## config.mk

```make
export PLATFORM = sky130hd
export DESIGN_NAME = mux_rr_arbiter
export DESIGN_NICKNAME = d
export VERILOG_FILES = /design/src/rtl/mux_rr_arbiter_pkg.sv /design/src/rtl/mux_rr_arbiter_mux4_1.sv /design/src/rtl/mux_rr_arbiter.sv
export SDC_FILE = /design/constraint.sdc
export NUM_CORES = 1
export LEC_CHECK = 0
export CAP_MARGIN = 10
export CELL_PAD_IN_SITES_DETAIL_PLACEMENT = 0
export CELL_PAD_IN_SITES_GLOBAL_PLACEMENT = 1
export CORE_MARGIN = 8
export CORE_UTILIZATION = 38
export CTS_CLUSTER_SIZE = 12
export DETAILED_ROUTE_END_ITERATION = 10
export PLACE_DENSITY = 0.91
export SETUP_SLACK_MARGIN = 0.4
export SLEW_MARGIN = 20
export SYNTH_ARGS = -nofsm -noshare
export SYNTH_HDL_FRONTEND = slang
export SYNTH_SLANG_ARGS = --single-unit
```

## constraint.sdc

```tcl
create_clock -name clk -period 3.65 [get_ports clk]
set_input_delay 0.73 -clock clk [delete_from_list [all_inputs] [get_ports clk]]
set_output_delay 0.73 -clock clk [all_outputs]
set_load 0.01 [all_outputs]
```

## src/rtl/mux_rr_arbiter_pkg.sv

```systemverilog
// Shared types and constants for the 4-requester round-robin data arbiter.
// Holds the FSM state enum, sizing constants and the rotating priority pick.
package mux_rr_arbiter_pkg;

  localparam int NUM_REQ = 4;
  localparam int SEL_W   = 2;

  typedef enum logic {IDLE, GRANT} state_t;

  // Walk from last_ptr+4 down to last_ptr+1 so the nearest requester after last_ptr wins.
  function automatic logic [SEL_W-1:0] rr_pick(input logic [NUM_REQ-1:0] req,
                                               input logic [SEL_W-1:0]   last_ptr);
    logic [SEL_W-1:0] idx;
    rr_pick = last_ptr;
    for (int k = NUM_REQ; k >= 1; k--) begin
      idx = last_ptr + SEL_W'(k);
      if (req[idx]) rr_pick = idx;
    end
  endfunction

endpackage

```

## src/rtl/mux_rr_arbiter_mux4_1.sv

```systemverilog
// Plain 4:1 single-bit multiplexer; {s1,s0} selects d0..d3 onto y.
module mux4_1 (
  input  logic d0,
  input  logic d1,
  input  logic d2,
  input  logic d3,
  input  logic s0,
  input  logic s1,
  output logic y
);

  always_comb begin
    case ({s1, s0})
      2'd0:    y = d0;
      2'd1:    y = d1;
      2'd2:    y = d2;
      default: y = d3;
    endcase
  end

endmodule

```

## src/rtl/mux_rr_arbiter.sv

```systemverilog
// Round-robin arbiter with per-holder burst limit steering four data bits
// onto one shared output through a registered select.
module mux_rr_arbiter
  import mux_rr_arbiter_pkg::*;
#(
  parameter int MAX_BURST = 4
) (
  input  logic               clk,
  input  logic               rst_n,
  input  logic [NUM_REQ-1:0] req,
  input  logic               d0,
  input  logic               d1,
  input  logic               d2,
  input  logic               d3,
  output logic [NUM_REQ-1:0] gnt,
  output logic               s1,
  output logic               s0,
  output logic               y,
  output logic               y_valid
);

  localparam logic [3:0] BURST_LAST = 4'(MAX_BURST - 1);

  state_t           state;
  logic [3:0]       burst_cnt;
  logic [SEL_W-1:0] last_ptr;
  logic [SEL_W-1:0] sel;
  logic [SEL_W-1:0] winner;
  logic             any_req;
  logic             rel;
  logic             take;
  logic             drop;

  assign {s1, s0} = sel;

  // The holder is always last_ptr, so a release re-arbitration naturally ranks it last.
  always_comb begin
    winner  = rr_pick(req, last_ptr);
    any_req = |req;
    rel     = (state == GRANT) && (!req[sel] || (burst_cnt == BURST_LAST));
    take    = ((state == IDLE) || rel) && any_req;
    drop    = rel && !any_req;
  end

  always_ff @(posedge clk or negedge rst_n) begin
    if (!rst_n) begin
      state     <= IDLE;
      gnt       <= '0;
      sel       <= '0;
      y_valid   <= 1'b0;
      burst_cnt <= '0;
      last_ptr  <= SEL_W'(NUM_REQ - 1);
    end else if (take) begin
      state     <= GRANT;
      gnt       <= NUM_REQ'(1) << winner;
      sel       <= winner;
      y_valid   <= 1'b1;
      burst_cnt <= '0;
      last_ptr  <= winner;
    end else if (drop) begin
      state     <= IDLE;
      gnt       <= '0;
      y_valid   <= 1'b0;
      burst_cnt <= '0;
    end else if (state == GRANT) begin
      burst_cnt <= burst_cnt + 4'd1;
    end
  end

  mux4_1 u_mux (
    .d0 (d0),
    .d1 (d1),
    .d2 (d2),
    .d3 (d3),
    .s0 (s0),
    .s1 (s1),
    .y  (y)
  );

endmodule

```

==> flow_summary.yaml <==
status:
  outcome: "finished, final reports clean"
clock_tree:
  cts_setup_buffers: 0
  clk_pin_slew_ps: 90
  post_cts_resized: 0
  cts_buffers: 3
  cts_tree: "yes"
  clock_latency_ps: 270
  htree_levels: 1
  cts_hold_buffers: 0
  root_buffer: "clkbuf_4"
  numClockSinks: 13
  cts_buffer_depth: 2
critical_path:
  slowest_stage: "clkdlybuf4s50_1"
  crit_path_max_incr_delay_ps: 500
  crit_chain: "clkdlybuf4s50_1 -> mux4_2 -> clkdlybuf4s50_1"
  cp-start-kind: "input pin"
  rr_worst_depth: 4
  end_kind: "output pin"
  path_delay_family: "buffers and inverters"
  cpMostUsedCell: "clkdlybuf4s50_1"
  r2r-end: "sel[1]"
  r2r_slack_ps: 1780
  critPathBufInv: 2
  worstSetupPathType: "in2out"
  cp_data_required_time_ps: 2920
  crit_arrival_ps: 2110
  rr_startpoint: "sel[0]"
  cp_max_fo: 1
timing:
  period_needed_ps: 2840
  finClkSkew_ps: 9.69
  max_slew.worst_pin.slew_ps: 591
  max_slew_margin_pct: 60.4
  rsz0062_at_grt: "false"
  tns_ps: 0
  final-setup-viol-count: 0
  whs_ps: 503
  hold_viol: 0
  slew_violations: 0
  fmax_mhz: 352
  setup_slack_ps: 806
  fin_crit_sh_pct: 77.9
layout:
  drive_gt1_share_pct: 14.6
  seq_area_um2: 328
  final_util_pct: 52.6
  multiInputGateArea_um2: 345
  diodes: 0
  nFillCells: 166
  area_growth_pct: 30.3
  stdcell_count: 107
  fin_nets: 94
grt:
  grt_pass1_wl_um: 2630
  grt_start_max_net_pins: 14
  grt_pass1_vias: 572
  gr-total-overflow: 0
  antenna_found_initial: 0
  grt_use_total_pct: 9.86
floorplanning:
  rows: 15
  io_pins: 18
  coreArea_um2: 1730
  fp.dieW_um: 58.8
  initial_core_util_pct: 40.4
  dieHeight_um: 58.8
  die_area_um2: 3460
synth:
  yosysTopAreaCell: "dfrtp_1"
  synth_edf_count: 0
  ys.flop_type: "dfrtp_1"
  synthTopCellsByArea: "dfrtp_1, dfstp_2, mux4_2"
  synth_most_common_cell: "dfrtp_1"
  synthesis.nets: 74
  synth_cell_type_count: 27
  yosysSeqAreaShare_pct: 47.0
  synthArstFlopShare_pct: 100
  syn_avg_cell_area_um2: 11.1
  synth.cell_area_um2: 697
  ys_seq_elements: 13
  yosys-top-cells-count: "dfrtp_1, a21oi_1, nand2_1"
  syn_inst: 63
  synth_top_cell_area_share_pct: 39.5
  synth_warnings: 0
hold_path:
  min_to: "gnt[3]"
  worstHoldStart: "gnt[3]"
  hold_class: "reg2reg"
  min_path_cells: 1
routing:
  routedLengthMet1_um: 727
  dr_wl_met3_um: 110
  post-route-drc-count: 0
  highest_layer: "met4"
  vias_per_cell: 5.27
  wl_met2_um: 708
  wl_per_cell_um: 14.6
  first_pass_iters: 4
  drtIter0Drc: 15
  routed_wl_um: 1560
  vias: 564
  ant_nets: 0
power_and_ir_drop:
  irDropWorstVdd_mv: 0.417
  cellLeakagePower_uw: 0.000374
  powerDensity_nw_per_um2: 763
placed_design:
  globalplace.congestion: 0.760
  io_buffers: 17
  pre_cts_slack_ps: 808
  place_inst: 103
  hpwl_um: 1210
job:
  cap_violations: 0
[flip-flops by register name (all words and copies together), names as in the netlist]
signal,count
burst_cnt,4
gnt,4
last_ptr,2
sel,2
state,1
[worst max-delay path by stage]
stage | start | end | slack, ps | cells past startpoint
3_5_place_dp | d3 | y | 810 | 3
3_3_place_gp | d3 | y | 850 | 3
2_1_floorplan | req[3] | sel[1] | 1580 | 5
6_report | d3 | y | 810 | 3
4_1_cts | d3 | y | 800 | 3
5_1_grt | d3 | y | 760 | 3
[stage by stage]
step / cell area, um^2 / power [uW]
5_1_grt: 908 / 750
4_1_cts: 908 / 698
3_3_place_gp: 882 / 595
3_5_place_dp: 882 / 608
6_report: 908 / 693
2_1_floorplan: 697 / 490
[kinds of logic after synthesis]
logic type | after synthesis | synth area share [%]
AO/OA/AOI/OAI | 22 | 23.0
AND/OR/NAND/NOR | 19 | 14.0
flip-flops | 13 | 47.0
buffers and inverters | 4 | 3.41
multiplexers | 4 | 10.8
adder cells (fa/ha/maj) | 1 | 1.80
[power by group]
part / internal [uW] / switching (uW)
registers: 205 / 51.3
logic: 193 / 152
clock network: 42.3 / 48.8
total: 441 / 252
[metal layers]
layer,vias to the layer above,track usage (%)
met1,269,11.9
met3,2,3.91
met4,0,4.10
li1,278,-
met5,-,0
met2,15,15.1
[placed cells by master, fill, tap and decap left out, drive strengths merged, types with 2 or more instances in the layout]
master and count:
a211o 2, a21oi 6, a32o 4, clkbuf 4, clkdlybuf4s50 17, dfrtp 11
dfstp 2, inv 2, mux2 2, mux4 2, nand2 6, nand2b 4
nor2 3, o21ai 5, or2 2
[layout make-up]
type	instances	share of cell area, %
sequential	13	36.1
clock buffer	4	2.89
tap	25	3.44
multi-input combinational	46	38.0
inverter	2	0.826
timing repair buffer	17	18.7
No activity file was read; power rests on OpenSTA's default activity.
